--- config.mk ---
export PLATFORM = sky130hd
export DESIGN_NAME = fp_sub_operand_stage_flat
export DESIGN_NICKNAME = d
export VERILOG_FILES = /design/src/rtl/fp_sub_operand_stage_if.sv /design/src/rtl/fp_sub_operand_stage.sv /design/src/flat_wrapper.sv
export SDC_FILE = /design/constraint.sdc
export NUM_CORES = 1
export LEC_CHECK = 0
export ABC_AREA = 1
export CAP_MARGIN = 20
export CORE_MARGIN = 2
export CORE_UTILIZATION = 59
export CTS_BUF_LIST = sky130_fd_sc_hd__clkbuf_8
export DETAILED_ROUTE_END_ITERATION = 10
export PLACE_DENSITY = 0.88
export SLEW_MARGIN = 5
export SYNTH_ARGS = -nofsm -noshare
export SYNTH_HDL_FRONTEND = slang
export SYNTH_SLANG_ARGS = --single-unit
--- constraint.sdc ---
create_clock -name clk -period 11.6 [get_ports clk]
set_input_delay 2.32 -clock clk [delete_from_list [all_inputs] [get_ports clk]]
set_output_delay 2.32 -clock clk [all_outputs]
set_load 0.01 [all_outputs]
--- src/rtl/fp_sub_operand_stage_if.sv ---
`default_nettype none
// ============================================================================
// Module   : fp_sub_operand_stage_if
// Brief    : Request/response bundle between the FP64 operand staging stage,
//            its upstream requester and the downstream subtractor/consumer.
// Revision : 1.0  initial release
// ============================================================================
interface fp_sub_operand_stage_if #(
    parameter int DEPTH = 2
);
    localparam int c_cnt_w = $clog2(DEPTH + 1);

    // Request side
    logic               in_valid;
    logic               in_ready;
    logic               in_op;
    logic [63:0]        in_a;
    logic [63:0]        in_b;

    // Head-entry side
    logic               out_valid;
    logic               out_ready;
    logic [63:0]        out_a;
    logic [63:0]        out_b;
    logic               out_bypass;
    logic [63:0]        out_bypass_result;
    logic               out_invalid;
    logic               out_flushed;

    // Occupancy
    logic [c_cnt_w-1:0] count;

    // The staging stage itself
    modport slave (
        input  in_valid, in_op, in_a, in_b, out_ready,
        output in_ready, out_valid, out_a, out_b, out_bypass,
               out_bypass_result, out_invalid, out_flushed, count
    );

    // Requester / consumer environment around the stage
    modport master (
        output in_valid, in_op, in_a, in_b, out_ready,
        input  in_ready, out_valid, out_a, out_b, out_bypass,
               out_bypass_result, out_invalid, out_flushed, count
    );
endinterface
`default_nettype wire

--- src/rtl/fp_sub_operand_stage.sv ---
`default_nettype none
// ============================================================================
// Module   : fp_sub_operand_stage
// Brief    : Registered operand staging for the FP64 subtractor. Turns add
//            into subtract by flipping B's sign, flushes subnormals, resolves
//            IEEE-754 special cases into a bypass result and buffers requests
//            in a small circular FIFO whose head feeds the subtractor.
// Revision : 1.0  initial release
// ============================================================================
module fp_sub_operand_stage #(
    parameter int DEPTH = 2
) (
    input  logic                  clk,
    input  logic                  rst,
    fp_sub_operand_stage_if.slave bus
);

    localparam int c_ptr_w = $clog2(DEPTH);
    localparam int c_cnt_w = $clog2(DEPTH + 1);

    localparam logic [c_ptr_w-1:0] c_ptr_one  = c_ptr_w'(1);
    localparam logic [c_cnt_w-1:0] c_cnt_one  = c_cnt_w'(1);
    localparam logic [c_cnt_w-1:0] c_cnt_full = c_cnt_w'(DEPTH);
    localparam logic [63:0]        c_qnan     = 64'h7FF8_0000_0000_0000;

    typedef struct packed {
        logic [63:0] a;
        logic [63:0] b;
        logic        bypass;
        logic [63:0] result;
        logic        invalid;
        logic        flushed;
    } entry_t;

    entry_t             r_mem [DEPTH];
    logic [c_ptr_w-1:0] r_wr_ptr;
    logic [c_ptr_w-1:0] r_rd_ptr;
    logic [c_cnt_w-1:0] r_count;

    logic               w_in_ready;
    logic               w_out_valid;
    logic               w_push;
    logic               w_pop;

    // Operand fields; B is the effective (sign-adjusted) subtrahend
    logic [63:0]        w_b_eff;
    logic               w_a_exp_max, w_a_exp_zero, w_a_man_zero;
    logic               w_b_exp_max, w_b_exp_zero, w_b_man_zero;
    logic               w_a_nan, w_a_inf, w_a_sub, w_a_zero;
    logic               w_b_nan, w_b_inf, w_b_sub, w_b_zero;
    logic [63:0]        w_a_fl;
    logic [63:0]        w_b_fl;
    entry_t             w_entry;

    assign w_b_eff      = {bus.in_b[63] ^ bus.in_op, bus.in_b[62:0]};

    assign w_a_exp_max  = &bus.in_a[62:52];
    assign w_a_exp_zero = ~|bus.in_a[62:52];
    assign w_a_man_zero = ~|bus.in_a[51:0];
    assign w_b_exp_max  = &w_b_eff[62:52];
    assign w_b_exp_zero = ~|w_b_eff[62:52];
    assign w_b_man_zero = ~|w_b_eff[51:0];

    assign w_a_nan      = w_a_exp_max & ~w_a_man_zero;
    assign w_a_inf      = w_a_exp_max &  w_a_man_zero;
    assign w_a_sub      = w_a_exp_zero & ~w_a_man_zero;
    assign w_a_zero     = w_a_exp_zero;                 // subnormals count as zero once flushed
    assign w_b_nan      = w_b_exp_max & ~w_b_man_zero;
    assign w_b_inf      = w_b_exp_max &  w_b_man_zero;
    assign w_b_sub      = w_b_exp_zero & ~w_b_man_zero;
    assign w_b_zero     = w_b_exp_zero;

    assign w_a_fl       = w_a_sub ? {bus.in_a[63], 63'b0} : bus.in_a;
    assign w_b_fl       = w_b_sub ? {w_b_eff[63], 63'b0}  : w_b_eff;

    // Build the entry to store: flushed operands plus the prioritised bypass decision
    always_comb begin
        w_entry         = '0;
        w_entry.a       = w_a_fl;
        w_entry.b       = w_b_fl;
        w_entry.flushed = w_a_sub | w_b_sub;
        w_entry.bypass  = 1'b1;
        if (w_a_nan || w_b_nan) begin
            w_entry.result  = c_qnan;
            w_entry.invalid = 1'b1;
        end else if (w_a_inf && w_b_inf && (w_a_fl[63] == w_b_fl[63])) begin
            w_entry.result  = c_qnan;
            w_entry.invalid = 1'b1;
        end else if (w_a_inf) begin
            w_entry.result  = w_a_fl;
        end else if (w_b_inf) begin
            w_entry.result  = {~w_b_fl[63], w_b_fl[62:0]};
        end else if (w_a_zero && w_b_zero) begin
            w_entry.result  = {w_a_fl[63] & ~w_b_fl[63], 63'b0};
        end else if (w_a_zero) begin
            w_entry.result  = {~w_b_fl[63], w_b_fl[62:0]};
        end else if (w_b_zero) begin
            w_entry.result  = w_a_fl;
        end else begin
            w_entry.bypass  = 1'b0;
        end
    end

    assign w_in_ready  = (r_count < c_cnt_full);
    assign w_out_valid = (r_count != '0);
    assign w_push      = bus.in_valid & w_in_ready;
    assign w_pop       = w_out_valid & bus.out_ready;

    // Entry storage; reset clears every slot so the head outputs read zero
    always_ff @(posedge clk) begin
        if (rst) begin
            for (int i = 0; i < DEPTH; i++) begin
                r_mem[i] <= '0;
            end
        end else if (w_push) begin
            r_mem[r_wr_ptr] <= w_entry;
        end
    end

    // Pointer and occupancy bookkeeping; pointers wrap naturally at DEPTH
    always_ff @(posedge clk) begin
        if (rst) begin
            r_wr_ptr <= '0;
            r_rd_ptr <= '0;
            r_count  <= '0;
        end else begin
            if (w_push) begin
                r_wr_ptr <= r_wr_ptr + c_ptr_one;
            end
            if (w_pop) begin
                r_rd_ptr <= r_rd_ptr + c_ptr_one;
            end
            case ({w_push, w_pop})
                2'b10:   r_count <= r_count + c_cnt_one;
                2'b01:   r_count <= r_count - c_cnt_one;
                default: r_count <= r_count;
            endcase
        end
    end

    assign bus.in_ready          = w_in_ready;
    assign bus.out_valid         = w_out_valid;
    assign bus.out_a             = r_mem[r_rd_ptr].a;
    assign bus.out_b             = r_mem[r_rd_ptr].b;
    assign bus.out_bypass        = r_mem[r_rd_ptr].bypass;
    assign bus.out_bypass_result = r_mem[r_rd_ptr].result;
    assign bus.out_invalid       = r_mem[r_rd_ptr].invalid;
    assign bus.out_flushed       = r_mem[r_rd_ptr].flushed;
    assign bus.count             = r_count;

endmodule
`default_nettype wire
--- src/flat_wrapper.sv ---
// flat-port wrapper written by rule: the top's interface ports become plain ports
module fp_sub_operand_stage_flat 
#(
    parameter int DEPTH = 2
)
  (clk, rst, bus_in_valid, bus_in_op, bus_in_a, bus_in_b, bus_out_ready, bus_in_ready, bus_out_valid, bus_out_a, bus_out_b, bus_out_bypass, bus_out_bypass_result, bus_out_invalid, bus_out_flushed, bus_count);
  fp_sub_operand_stage_if #(.DEPTH(DEPTH)) bus_i ();
  input  logic clk;
  input  logic rst;
  input wire logic [$bits(bus_i.in_valid)-1:0] bus_in_valid;
  input wire logic [$bits(bus_i.in_op)-1:0] bus_in_op;
  input wire logic [$bits(bus_i.in_a)-1:0] bus_in_a;
  input wire logic [$bits(bus_i.in_b)-1:0] bus_in_b;
  input wire logic [$bits(bus_i.out_ready)-1:0] bus_out_ready;
  output wire logic [$bits(bus_i.in_ready)-1:0] bus_in_ready;
  output wire logic [$bits(bus_i.out_valid)-1:0] bus_out_valid;
  output wire logic [$bits(bus_i.out_a)-1:0] bus_out_a;
  output wire logic [$bits(bus_i.out_b)-1:0] bus_out_b;
  output wire logic [$bits(bus_i.out_bypass)-1:0] bus_out_bypass;
  output wire logic [$bits(bus_i.out_bypass_result)-1:0] bus_out_bypass_result;
  output wire logic [$bits(bus_i.out_invalid)-1:0] bus_out_invalid;
  output wire logic [$bits(bus_i.out_flushed)-1:0] bus_out_flushed;
  output wire logic [$bits(bus_i.count)-1:0] bus_count;
  assign bus_i.in_valid = bus_in_valid;
  assign bus_i.in_op = bus_in_op;
  assign bus_i.in_a = bus_in_a;
  assign bus_i.in_b = bus_in_b;
  assign bus_i.out_ready = bus_out_ready;
  assign bus_in_ready = bus_i.in_ready;
  assign bus_out_valid = bus_i.out_valid;
  assign bus_out_a = bus_i.out_a;
  assign bus_out_b = bus_i.out_b;
  assign bus_out_bypass = bus_i.out_bypass;
  assign bus_out_bypass_result = bus_i.out_bypass_result;
  assign bus_out_invalid = bus_i.out_invalid;
  assign bus_out_flushed = bus_i.out_flushed;
  assign bus_count = bus_i.count;
  fp_sub_operand_stage #(.DEPTH(DEPTH)) u_core (.clk(clk), .rst(rst), .bus(bus_i));
endmodule
==> impl_results.md, run 1 <==
- Fill cell count: 1978
- Synth cell types: 40
- Slew HR: 25.1%
- Fmax: 171 MHz
- Util after Layout: 73.9%
- FF+latch count, synth: 395
- Via count: 13969
- Max-Cap Viols: 0
- # setup viols final: 0
- Vias in the first global route: 14046
- Min Clock Period, post-route: 5.86 ns
- WS Path Type: reg -> out
- Synthesized area per cell: 11.4 um2
- Sink Count: 395
- Post-DRT Antenna Nets: 0
- Die area: 0.0330 mm2
- Post-synth top area share: 62.9%
- Largest net degree at the start of global routing: 108
- CTS tree: yes
- Ys Warns: 0
- Worst Path Max Fanout: 73
- Rows: 65
- Finished Layout Cells: 2378
- Static Leak: 8.75 nW
- Initial antenna violation count: 0
- Worst-Skew Late Latency: 0.60 ns
- Routability cong.: 0.833
- Crit path arrival time: 3.54 ns
- Synthesis-to-finish area growth: 24.3%
- Hold Fails Final Rpt: 0
- Fraction of layout cells with a size suffix above 1: 17.9%
- CTS Root Cell: clkbuf_8
- CP required: 9.28 ns
- Start point of the worst hold path: u_core.r_rd_ptr
- Post-CTS Setup Inserts: 0
- PortBufs: 331
- Worst hold slack: 0.465 ns
- Post-CTS Hold Buffers: 0
- Crit end category: primary output
- Chip width: 182 um
- Num CTS Buffers: 60
- Vert. Die Dim: 182 um
- Clock skew: 0.0221 ns
- Avg WL per Cell: 21.2 um
- Synth top area cells: edfxtp_1 (63%), mux2_2 (12%), nor2_1 (9.2%)
- Hold path endpoint: u_core.r_rd_ptr
- Ant. Diodes: 0
- R2r worst-path depth: 6
- Post-synthesis cell type with the largest combined area: edfxtp_1
- PwrDens: 162 mW/mm2
- Aggregate routed wire length: 50500 um
- Status: finished, final reports clean
- Placed cell count: 2272
- RR Startpoint: u_core.bus.count[1]
- Post-Syn Instances: 1631
- Clock-pin transition on the worst setup and hold timing paths: 0.06 ns
- Maximum VDD drop: 0.139 mV
- HP Class: reg -> reg
- CTS H-Tree Depth: 2
- RSZ-0062 raised after global routing: false
- Fin crit share: 50.5%
- Vias/cell: 5.87
- Grt ovf: 0
- Slew @ Worst Pin: 1.12 ns
- Hold path cells: 1
- Final #Nets: 2068
- Gr usage total: 30.2%
- Starting density of the core: 59.5%
- PostCTS Resize Cnt: 0
- First-pass GRT wire length: 76700 um
- Synthesized cell area: 0.0186 mm2
- Core region area: 0.0313 mm2
- Detailed placement HPWL: 30900 um
- Fin. max-slew vios: 0
- Setup TNS: 0 ns
- Drt drc: 0
- R2r setup slk: 7.96 ns
- Worst Setup Start Kind: register
- Synthesized Nets: 1766
- Bufs on Longest Clock Path: 3
- Sequential area share after synthesis: 63.4%
- Top Ports: 332
- Pre-Repair DR Iteration Count: 5
- Starting DRC count in detailed routing: 1567
- Worst r2r dst: u_core.r_mem[1][154]
## per-layer routing
layer	GRT usage [%]	wire [um]	part of all wire, %	vias up
li1	-	-	-	6196
met1	39.2	18800	37	6729
met2	50.0	24500	48	905
met3	5.92	5080	10	139
met4	13.2	2200	4.4	0
met5	0	0	0	-
## worst max-delay path by stage
stage	cells past startpoint	endpoint	slack [ns]
2_1_floorplan	6	u_core.r_mem[0][0]	3.67
3_3_place_gp	6	u_core.r_mem[1][25]	5.71
3_5_place_dp	6	u_core.r_mem[1][154]	5.65
4_1_cts	3	bus_out_a[3]	5.71
5_1_grt	3	bus_out_a[28]	5.59
6_report	3	bus_out_a[28]	5.74
## where the power goes
| group | switching (mW) | internal (mW) |
|---|---|---|
| Combinational | 0.428 | 0.462 |
| Clock | 0.521 | 0.546 |
| Sequential | 0.0600 | 1.72 |
## cell usage after synthesis
| master | number |
|---|---|
| a21boi_0 | 1 |
| a21boi_2 | 10 |
| a21oi_1 | 18 |
| a22oi_1 | 1 |
| and2_0 | 1 |
| buf_1 | 5 |
| buf_12 | 3 |
| buf_2 | 23 |
| buf_4 | 11 |
| buf_6 | 2 |
| buf_8 | 1 |
| clkbuf_1 | 57 |
| clkinv_1 | 2 |
| clkinv_4 | 1 |
| dfxtp_1 | 5 |
| edfxtp_1 | 390 |
| ha_1 | 2 |
| inv_1 | 66 |
| inv_2 | 2 |
| inv_4 | 1 |
| mux2_2 | 195 |
| nand2_1 | 176 |
| nand2_2 | 42 |
| nand2_4 | 3 |
| nand2_8 | 1 |
| nand3_1 | 61 |
| nand3_2 | 2 |
| nand3b_1 | 1 |
| nand4_1 | 8 |
| nor2_1 | 455 |
| nor2_2 | 2 |
| nor2_4 | 4 |
| nor3_1 | 21 |
| o211ai_1 | 10 |
| o21ai_0 | 8 |
| o21ai_1 | 36 |
| or2_0 | 1 |
| or2_1 | 1 |
| or2_2 | 1 |
| xnor2_1 | 1 |
## metrics by stage
step,instance area [um2],setup WS (ns),power [mW]
after floorplan,18600,3.67,2.26
after global placement,22000,5.71,2.68
after detailed placement,22000,5.65,2.69
after CTS,23100,5.71,3.74
after global routing,23100,5.59,3.86
final,23100,5.74,3.74
## cell usage in the layout (no fill, tap or decap), types with 5 or more instances in the layout
cell type / count
clkinv_1: 21
nand2_1: 174
clkinv_2: 5
a21boi_2: 10
nand4_1: 8
nand2_4: 5
edfxtp_1: 390
nand2_2: 42
nor2_1: 455
o21ai_0: 8
o21ai_1: 36
o211ai_1: 10
nor3_1: 21
clkbuf_8: 67
clkdlybuf4s50_1: 331
nand3_1: 61
a21oi_1: 18
inv_1: 76
buf_4: 10
mux2_2: 195
## flip-flops by register name, indices dropped and copies added (netlist names), named ones only
| signal | flops |
|---|---|
| u_core.r_mem | 390 |
| u_core.r_rd_ptr | 1 |
| u_core.r_wr_ptr | 1 |
| u_core.bus.count | 2 |
## final cells by class
cell class	instances	area [um2]	area share [%]
well taps	402	503	2.17
inverters	72	288	1.24
clock inverters	38	179	0.773
clock buffers	67	922	3.99
flip-flops and latches	395	11800	51.1
repair buffers	342	3420	14.8
multi-input cells	1062	6010	26.0
## kinds of logic (layout without fill, tap and decap cells)
| kind of cell | after synthesis | after routing | synth area share [%] |
|---|---|---|---|
| AO/OA/AOI/OAI | 84 | 84 | 2.76 |
| flip-flops | 395 | 395 | 63.4 |
| buffers and inverters | 174 | 519 | 4.33 |
| adder cells (fa/ha/maj) | 2 | 2 | 0.134 |
| AND/OR/NAND/NOR | 780 | 780 | 17.5 |
| XOR/XNOR | 1 | 1 | 0.0471 |
| multiplexers | 195 | 195 | 11.8 |
## worst max-delay path, cell delays in order (launching register included)
cell and delay (ns):
dfxtp_4 1.02, buf_4 0.88, mux2_2 0.43, clkdlybuf4s50_1 0.53
(Power assumes the default switching activity.)
==> run 2, diff against run 1 <==
--- a/config.mk
+++ b/config.mk
@@ -8,10 +8,10 @@
 export ABC_AREA = 1
 export CAP_MARGIN = 20
 export CORE_MARGIN = 2
-export CORE_UTILIZATION = 59
+export CORE_UTILIZATION = 50
 export CTS_BUF_LIST = sky130_fd_sc_hd__clkbuf_8
 export DETAILED_ROUTE_END_ITERATION = 10
-export PLACE_DENSITY = 0.88
+export PLACE_DENSITY = 0.79
 export SLEW_MARGIN = 5
 export SYNTH_ARGS = -nofsm -noshare
 export SYNTH_HDL_FRONTEND = slang
==> constraint.sdc (replaced) <==
create_clock -name clk -period 5.35 [get_ports clk]
set_input_delay 1.07 -clock clk [delete_from_list [all_inputs] [get_ports clk]]
set_output_delay 1.07 -clock clk [all_outputs]
set_load 0.01 [all_outputs]
==> impl_results.md, run 2 (synthesis gave the netlist of run 1 again) <==
- Worst r2r dst: u_core.r_mem[1][20]
- PostCTS Resize Cnt: 0 (unchanged)
- PwrDens: 346 mW/mm2 (+110%)
- Worst-Skew Late Latency: 0.64 ns (+0.04 ns)
- Slew @ Worst Pin: 1.04 ns (-0.0792 ns)
- Vias in the first global route: 13745 (-2.1%)
- Ant. Diodes: 0 (unchanged)
- Post-DRT Antenna Nets: 0 (unchanged)
- R2r setup slk: 2.39 ns (-5.57 ns)
- Fin crit share: 77.6%
- Number of flip-flops under the largest register name: 390 (unchanged)
- Worst Setup Start Kind: register
- Hold path cells: 1 (unchanged)
- Num CTS Buffers: 60 (unchanged)
- Static Leak: 8.83 nW (+0.88%)
- Aggregate routed wire length: 52400 um (+3.7%)
- Gr usage total: 26.7% (-3.5 points)
- Chip width: 197 um (+8.4%)
- Die area: 0.0388 mm2 (+18%)
- Final total power: 8.09 mW (+120%)
- WS Path Type: reg -> out
- R2r worst-path depth: 6 (unchanged)
- Pre-Repair DR Iteration Count: 7 (+2)
- Fmax: 241 MHz
- Fill cell count: 2825 (+43%)
- Clock-pin transition on the worst setup and hold timing paths: 0.06 ns (about the same)
- Sink Count: 395 (unchanged)
- HP Class: reg -> reg
- Area of the multi-input gates: 0.00603 mm2 (+0.29%)
- Int Pwr: 5.86 mW (+110%)
- Starting density of the core: 50.8% (-8.6 points)
- Crit end category: primary output
- CTS Root Cell: clkbuf_8
- Synthesis-to-finish area growth: 25.5%
- Placed inst area: 0.0223 mm2 (+1.3%)
- Reg area: 0.0118 mm2 (unchanged)
- Maximum VDD drop: 0.260 mV (+87%)
- Min Clock Period, post-route: 4.15 ns
- Rows: 70 (+7.7%)
- Starting DRC count in detailed routing: 1315 (-16%)
- Status: finished, final reports clean
- Top Ports: 332 (unchanged)
- CTS H-Tree Depth: 2 (unchanged)
- Routability cong.: 0.839 (+0.74%)
- Max-Cap Viols: 0 (unchanged)
- Fraction of layout cells with a size suffix above 1: 18.3% (+0.38 points)
- PortBufs: 331 (unchanged)
- Clock skew: 0.0182 ns (-0.00390 ns)
- Core region area: 0.0366 mm2 (+17%)
- Grt ovf: 0 (unchanged)
- CP required: 4.28 ns (-5.00 ns)
- CTS tree: yes
- Largest Register: u_core.r_mem
- Worst stage delay on the critical path: 0.93 ns (-0.09 ns)
- Most common cell after layout, fill and taps aside: nor2_1
- Largest net degree at the start of global routing: 87 (-19%)
- Crit path max-delay family: buffers and inverters
- Sw Share: 27.5% (+0.55 points)
- Most frequent cells in the layout: nor2_1 (455), edfxtp_1 (390), clkdlybuf4s50_1 (331)
- Register share of total power: 47.6% (about the same)
- Switch Pwr: 2.23 mW (+120%)
- Fin. max-slew vios: 0 (unchanged)
- Initial antenna violation count: 0 (unchanged)
- Fin area: 0.0234 mm2 (+0.97%)
- Final #Nets: 2082 (+0.68%)
- Drt drc: 0 (unchanged)
- RSZ-0062 raised after global routing: false
- Slowest stage cell on the critical path: dfxtp_4
- Vert. Die Dim: 197 um (+8.4%)
- First-pass GRT wire length: 78800 um (+2.7%)
- RR Startpoint: u_core.bus.count[1]
- Bufs on Longest Clock Path: 3 (unchanged)
- Worst Path Max Fanout: 58 (-21%)
- Setup TNS: 0 ns (unchanged)
- Crit path arrival time: 3.08 ns (-0.46 ns)
- Hold Fails Final Rpt: 0 (unchanged)
- # setup viols final: 0 (unchanged)
- Vias/cell: 5.57 (-5.2%)
- Worst hold slack: 0.453 ns (-0.0126 ns)
- Post-CTS Hold Buffers: 0 (unchanged)
- CP Cell Sequence: buf_4 > mux2_2 > clkdlybuf4s50_1
- Clock group share of total power: 27.9% (-0.6 points)
- Via count: 13718 (-1.8%)
- Slew HR: 30.6% (+5.5 points)
- Post-CTS Setup Inserts: 0 (unchanged)
- Combinational group share of total power: 24.5% (+0.7 points)
- Detailed placement HPWL: 33400 um (+8.3%)
- WP buf/inv: 2 (unchanged)
- Avg WL per Cell: 21.3 um (+0.16%)
- Start point of the worst hold path: u_core.r_rd_ptr
## run 2: cell count changes in the layout (fill, tap and decap cells not counted)
cell / change
buf_16: -1
clkinv_1: +3
clkbuf_8: -6
nand2_8: +2
clkinvlp_4: +1
nand2_4: -2
clkinv_2: +2
inv_1: +5
buf_4: +9
buf_12: +6
## run 2: power groups by stage
stage	clock, mW	sequential [mW]	combinational [mW]
after floorplan	0	3.87	1.00
after global placement	0	3.89	1.98
after detailed placement	0	3.92	1.98
after CTS	2.28	3.85	2.00
after global routing	2.40	3.88	2.09
final	2.25	3.85	1.98
## run 2: area by class of cell
class	instances	share of cell area [%]
multi-input combinational	1062	25.8
clock buffer	61	3.59
sequential	395	50.6
timing repair buffer	356	15.3
inverter	72	1.23
tap	468	2.51
clock inverter	49	0.969
## run 2: metal layers
metal  up-vias  GRT usage, %  routed length [um]
li1       6231             -                   -
met1      6626          36.1               20800
met2       756          43.9               25700
met3       105          4.59                4410
met4         0          9.50                1500
met5         -             0                   0
## run 2: worst register-to-register path, cell delays in order, from the launching register on
cell	delay, ns
dfxtp_1	0.31
inv_1	0.12
nand2_1	0.13
nor3_1	0.64
inv_6	0.33
nand2_8	0.67
buf_4	0.45
## run 2: how the worst max path moves through the flow
stage | slack [ns] | depth (start not counted) | startpoint | to
2_1_floorplan | 0.57 | 6 | bus_in_valid | u_core.r_mem[1][0]
4_1_cts | 1.16 | 3 | register | bus_out_b[12]
3_5_place_dp | 0.95 | 12 | bus_in_b[51] | u_core.r_mem[1][12]
3_3_place_gp | 1.10 | 12 | bus_in_b[51] | u_core.r_mem[0][13]
5_1_grt | 1.10 | 3 | register | bus_out_a[11]
6_report | 1.20 | 3 | register | bus_out_a[12]
## run 2: metrics by stage
stage	setup WS, ns	utilization (%)	instances
4_1_cts	1.16	63.8	2463
5_1_grt	1.10	63.8	2463
3_5_place_dp	0.951	60.9	2353
6_report	1.20	63.8	2463
2_1_floorplan	0.570	-	1631
3_3_place_gp	1.10	60.9	2353
==> run 3, diff against run 2 <==
==> constraint.sdc (replaced) <==
create_clock -name clk -period 3.6 [get_ports clk]
set_input_delay 0.72 -clock clk [delete_from_list [all_inputs] [get_ports clk]]
set_output_delay 0.72 -clock clk [all_outputs]
set_load 0.01 [all_outputs]
==> impl_results.md, run 3 (synthesis gave the netlist of run 1 again) <==
- Critical Path End: bus_out_a[11]
- Fmax: 305 MHz
- HP Class: reg -> reg
- Fill cell count: 2795 (-1.1%)
- # setup viols final: 0 (unchanged)
- Met3 usage: 6.21% (+1.6 points)
- Worst Setup Start Kind: register
- RR Startpoint: u_core.bus.count[1]
- Worst r2r dst: u_core.r_mem[0][90]
- Vias in the first global route: 14142 (+2.9%)
- Maximum VDD drop: 0.346 mV (+33%)
- Int Pwr: 9.06 mW (+55%)
- Fraction of layout cells with a size suffix above 1: 19.3% (+0.97 points)
- Initial antenna violation count: 3 (+3)
- Clock-pin transition on the worst setup and hold timing paths: 0.06 ns (about the same)
- Static Leak: 9.02 nW (+2.2%)
- Routing usage on met2: 44.6% (+0.73 points)
- Starting density of the core: 50.8% (unchanged)
- WS Path Type: reg -> out
- CTS Root Cell: clkbuf_8
- Starting DRC count in detailed routing: 1022 (-22%)
- Chip width: 197 um (unchanged)
- Sw Share: 27.1% (-0.46 points)
- Post-CTS Setup Inserts: 0 (unchanged)
- Post-CTS Hold Buffers: 0 (unchanged)
- Largest Register: u_core.r_mem
- Pre-CTS setup slack: 0.226 ns (-0.725 ns)
- Bufs on Longest Clock Path: 3 (unchanged)
- Avg WL per Cell: 21.2 um (-0.59%)
- Hold Fails Final Rpt: 0 (unchanged)
- Sink Count: 395 (unchanged)
- First-pass GRT wire length: 79600 um (+1.0%)
- Clock group share of total power: 29.8% (+1.9 points)
- Largest net degree at the start of global routing: 196 (+130%)
- CP required: 2.88 ns (-1.40 ns)
- Worst-Skew Late Latency: 0.58 ns (-0.06 ns)
- Combinational group share of total power: 24.4% (about the same)
- RSZ-0062 raised after global routing: false
- Placed inst area: 0.0225 mm2 (+1.1%)
- PwrDens: 523 mW/mm2 (+51%)
- Rows: 70 (unchanged)
- Post-DRT Antenna Nets: 0 (unchanged)
- Synthesis-to-finish area growth: 27.5%
- CTS tree: yes
- Final total power: 12.4 mW (+54%)
- Min Clock Period, post-route: 3.28 ns
- Pre-Repair DR Iteration Count: 5 (-2)
- Setup TNS: 0 ns (unchanged)
- Grt peak-use layer: met2
- Via count: 13742 (+0.17%)
- Status: finished, final reports clean
- R2r worst-path depth: 6 (unchanged)
- CTS H-Tree Depth: 3 (+1)
- PortBufs: 331 (unchanged)
- Fin. max-slew vios: 0 (unchanged)
- Fin area: 0.0237 mm2 (+1.6%)
- Top Ports: 332 (unchanged)
- Die area: 0.0388 mm2 (unchanged)
- Num CTS Buffers: 67 (+12%)
- Grt ovf: 0 (unchanged)
- Post-route setup slack: 0.322 ns (-0.873 ns)
- R2r setup slk: 1.20 ns (-1.19 ns)
- Clock skew: 0.0169 ns (-0.00133 ns)
- Worst Path Max Fanout: 26 (-55%)
- Crit path arrival time: 2.56 ns (-0.52 ns)
- Aggregate routed wire length: 52400 um (about the same)
- Core region area: 0.0366 mm2 (unchanged)
- Register share of total power: 45.8% (-1.8 points)
- Final #Nets: 2103 (+1.0%)
- Most frequent cells in the layout: nor2_1 (455), edfxtp_1 (390), clkdlybuf4s50_1 (331)
- Gr usage total: 26.9% (+0.19 points)
- GRT met1 Usage: 34.7% (-1.4 points)
- Slew @ Worst Pin: 1.05 ns (+0.00655 ns)
- Most common cell after layout, fill and taps aside: nor2_1
- Switch Pwr: 3.36 mW (+51%)
- Routability cong.: 0.855 (+1.9%)
- Slew HR: 30.2% (-0.44 points)
- Detailed placement HPWL: 33900 um (+1.3%)
- Crit end category: primary output
- Vias/cell: 5.55 (-0.43%)
- Number of flip-flops under the largest register name: 390 (unchanged)
- Max-Cap Viols: 0 (unchanged)
- Vert. Die Dim: 197 um (unchanged)
- PostCTS Resize Cnt: 0 (unchanged)
- Drt drc: 0 (unchanged)
- Fin crit share: 91.0%
-- run 3: changes by cell type in the layout (fill, tap and decap cells not counted), sizes merged --
cell,previous run,this run
buf,25,39
clkinv,32,19
clkbuf,61,71
inv,86,88
bufinv,1,2
diode,0,1
-- run 3: power by group through the flow --
| stage | Clock (mW) | Combinational, mW | Sequential (mW) |
|---|---|---|---|
| 3_3_place_gp | 0 | 3.01 | 5.75 |
| 3_5_place_dp | 0 | 3.03 | 5.78 |
| 4_1_cts | 3.75 | 3.05 | 5.69 |
| 2_1_floorplan | 0 | 1.49 | 5.72 |
| 6_report | 3.69 | 3.03 | 5.69 |
| 5_1_grt | 3.95 | 3.20 | 5.73 |
-- run 3: stage by stage --
stage          hold slack [ns]  util (%)  std cells
6_report                 0.471      64.8       2478
5_1_grt                  0.487      64.8       2477
4_1_cts                  0.467      64.8       2477
3_5_place_dp             0.454      61.6       2367
3_3_place_gp             0.426      61.6       2367
2_1_floorplan            0.426         -       1631
-- run 3: how the worst min path moves through the flow --
stage | cells after the start | end | slack, ns | from
after floorplan | 1 | register | 0.43 | u_core.r_rd_ptr
after global placement | 1 | register | 0.43 | u_core.r_rd_ptr
after detailed placement | 1 | register | 0.45 | u_core.r_rd_ptr
after CTS | 1 | u_core.r_rd_ptr | 0.47 | u_core.r_rd_ptr
after global routing | 1 | u_core.r_rd_ptr | 0.49 | u_core.r_rd_ptr
final | 1 | u_core.r_rd_ptr | 0.47 | u_core.r_rd_ptr
-- run 3: area by class of cell --
class | instances | area (um2) | share of cell area (%)
Tap cell | 468 | 586 | 2.47
Clock inverter | 39 | 211 | 0.891
Sequential cell | 395 | 11800 | 49.8
Timing Repair Buffer | 370 | 3820 | 16.1
Antenna cell | 1 | 2.50 | 0.0105
Multi-Input combinational cell | 1062 | 6030 | 25.4
Inverter | 72 | 288 | 1.21
Clock buffer | 71 | 977 | 4.12
-- run 3: worst max-delay path: stages, from the launching register on --
cell,delay (ns)
dfxtp_4,0.64
buf_4,0.39
mux2_2,0.39
clkdlybuf4s50_1,0.52
-- run 3: layer usage --
layer | share of wire [%] | wire [um]
met1 | 39 | 20500
met2 | 49 | 25700
met3 | 8.9 | 4660
met4 | 2.9 | 1530
met5 | 0.052 | 27
==> edit, RTL diff (settings of run 3) <==
`DEPTH` is set to 2 in 3 places; all go to 4.
--- a/src/rtl/fp_sub_operand_stage_if.sv
+++ b/src/rtl/fp_sub_operand_stage_if.sv
@@ -7,5 +7,5 @@
 // ============================================================================
 interface fp_sub_operand_stage_if #(
-    parameter int DEPTH = 2
+    parameter int DEPTH = 4
 );
     localparam int c_cnt_w = $clog2(DEPTH + 1);
--- a/src/rtl/fp_sub_operand_stage.sv
+++ b/src/rtl/fp_sub_operand_stage.sv
@@ -9,5 +9,5 @@
 // ============================================================================
 module fp_sub_operand_stage #(
-    parameter int DEPTH = 2
+    parameter int DEPTH = 4
 ) (
     input  logic                  clk,
--- a/src/flat_wrapper.sv
+++ b/src/flat_wrapper.sv
@@ -2,5 +2,5 @@
 module fp_sub_operand_stage_flat 
 #(
-    parameter int DEPTH = 2
+    parameter int DEPTH = 4
 )
   (clk, rst, bus_in_valid, bus_in_op, bus_in_a, bus_in_b, bus_out_ready, bus_in_ready, bus_out_valid, bus_out_a, bus_out_b, bus_out_bypass, bus_out_bypass_result, bus_out_invalid, bus_out_flushed, bus_count);
Interface: changed (resized bus_count); port bits go from 332 to 333. No check against the original RTL was run, so the function may have changed too.
==> edit against run 3 <==
- the run now ends with negative setup slack left
- routed wire length is 120% higher
- clock power is 99% higher
- sequential cell count is 394 higher
- total power is 120% higher
- setup slack worse by 0.36 ns
- synthesized area is 91% higher
- die area is 89% higher
- cell area is 83% higher
- critical endpoint is now bus_out_b[17]
- largest cell class unchanged
==> edit: results (changes against run 3) <==
yosys:
  syn-num-nets: 3567  # +100%
  yosys-top-cells-count: "nor2_1, edfxtp_1, o21ai_0"
  synth_cell_types: 42  # +5.0%
  synth_area_leaders: "edfxtp_1, nor2_1, o21ai_0, o22ai_1, nand2_1"
  postSynthCellCount: 3431  # +110%
  synth-edff-count: 780  # +100%
  yosysSeqAreaShare_pct: 66.4  # +2.9 points
finish:
  fillCellCount: 5420  # +94%
  stdcell_count: 4833  # +95%
  largest_reg_flops: 780  # +100%
  nets: 3933  # +87%
  drive_above_1_share_pct: 11.2  # -8.1 points
placement:
  place_area_um2: 40700  # +81%
  place_ws_ns: -0.00654  # -0.233 ns
  place_congestion: 0.920  # +7.6%
  numPortBuffers: 332  # +0.30%
  hpwl_um: 72600  # +110%
  place_inst: 4607  # +95%
route:
  routed-wl-met3_um: 16800  # +260%
  wl_met2_um: 53300  # +110%
  drt_iter0_drc: 4579  # +350%
  firstDrtPassIters: 6  # +1
  drt-met1-wl_um: 40300  # +96%
  wl_per_cell_um: 24.0  # +14%
  viasPerCell: 5.98  # +7.8%
worst_setup_path:
  cp_max_fo: 38  # +46%
  cp.arrival_ns: 2.92  # +0.36 ns
  slowest_stage: "clkdlybuf4s50_1"
  rr_startpoint: "u_core.bus.count[2]$_SDFFE_PP0P_"
global_route:
  use_met3_pct: 7.97  # +1.8 points
  grt_pass1_wl_um: 169000  # +110%
  gr-usage-met2_pct: 47.6  # +3.0 points
  grtUsageMet1_pct: 41.0  # +6.4 points
  grt_max_degree: 188  # -4.1%
  grt_pass1_vias: 26800  # +89%
  grt_usage_pct: 30.8  # +3.9 points
  grt_antenna_before_repair: 6  # +3
power:
  vdd_ir_drop_max_v: 0.000409  # +18%
  p_sw_uw: 8690  # +160%
clocking:
  htree_levels: 3  # unchanged
  clk_latency_ns: 0.75  # +0.17 ns
  cts_buffers: 120  # +79%
worst_hold_path:
  hp-start: "u_core.r_rd_ptr[1]$_SDFFE_PP0P_"
status:
  failed_checks: "negative setup slack"
  status: "finished with violations"
timing:
  post-route-worst-setup-slack_ns: -0.0392  # -0.362 ns
  setup_viol: 5  # +5
  setup_tns_ns: -0.0997  # -0.0997 ns
  finalClockSkew_ns: 0.0405  # +0.0236 ns
  relSlewSlack_pct: 24.9  # -5.2 points
==> edit: changes by cell type after synthesis, sizes merged, moves of 61 or more <==
cell           run 3  this run
nor2             461      1195
clkbuf            57       176
inv               69       130
edfxtp           390       780
o21ai             44       431
o22ai              0       196
mux2             195         0
==> edit: power groups by stage <==
stage	sequential, uW	clock [uW]	combinational, uW
finish	11300	7360	8310
global route	11300	7720	8740
CTS	11300	7340	8180
detailed placement	11400	0	8000
global placement	11400	0	7900
floorplan	11400	0	3660
==> edit: path summary, 6_finish.rpt <==
kind	end	slack, ns	cells past startpoint
worst max-delay path	bus_out_b[17]	-0.04	5
worst min-delay path	flip-flop	0.48	2
worst max register to register	u_core.r_mem[2][65]$_SDFFCE_PN0P_	1.01	6
worst min register to register	flip-flop	0.48	2
==> edit: final cells by class <==
type,instances,area (um^2),area share [%]
inverter,131,526,1.21
timing repair buffer,495,5150,11.9
tap,940,1180,2.71
clock buffer,126,1730,4.00
multi-input combinational,2260,10600,24.4
sequential,789,23600,54.4
clock inverter,89,612,1.41
antenna,3,7.51,0.0173
==> edit: worst reg2reg max path, stage by stage, from the launching register on <==
cell and delay [ns]:
dfxtp_1 0.32, inv_2 0.13, nand2_8 0.08, nor2_4 0.14, buf_4 0.86, nand3_1 0.59
nor3_1 0.29
==> edit: cells by family after synthesis <==
logic type,share of synthesized area (%)
compound gates,9.97
xor+xnor,0.0246
fa+ha+maj,0.127
buf+inv,4.51
flops,66.4
simple gates,19.0
==> edit: what timing repair did <==
item | CTS | global route
pin swaps | 1 | 1
setup endpoints to repair | 114 | 30
setup buffers | 6 | 0
cloned | 1 | 1
resized for setup | 11 | 14
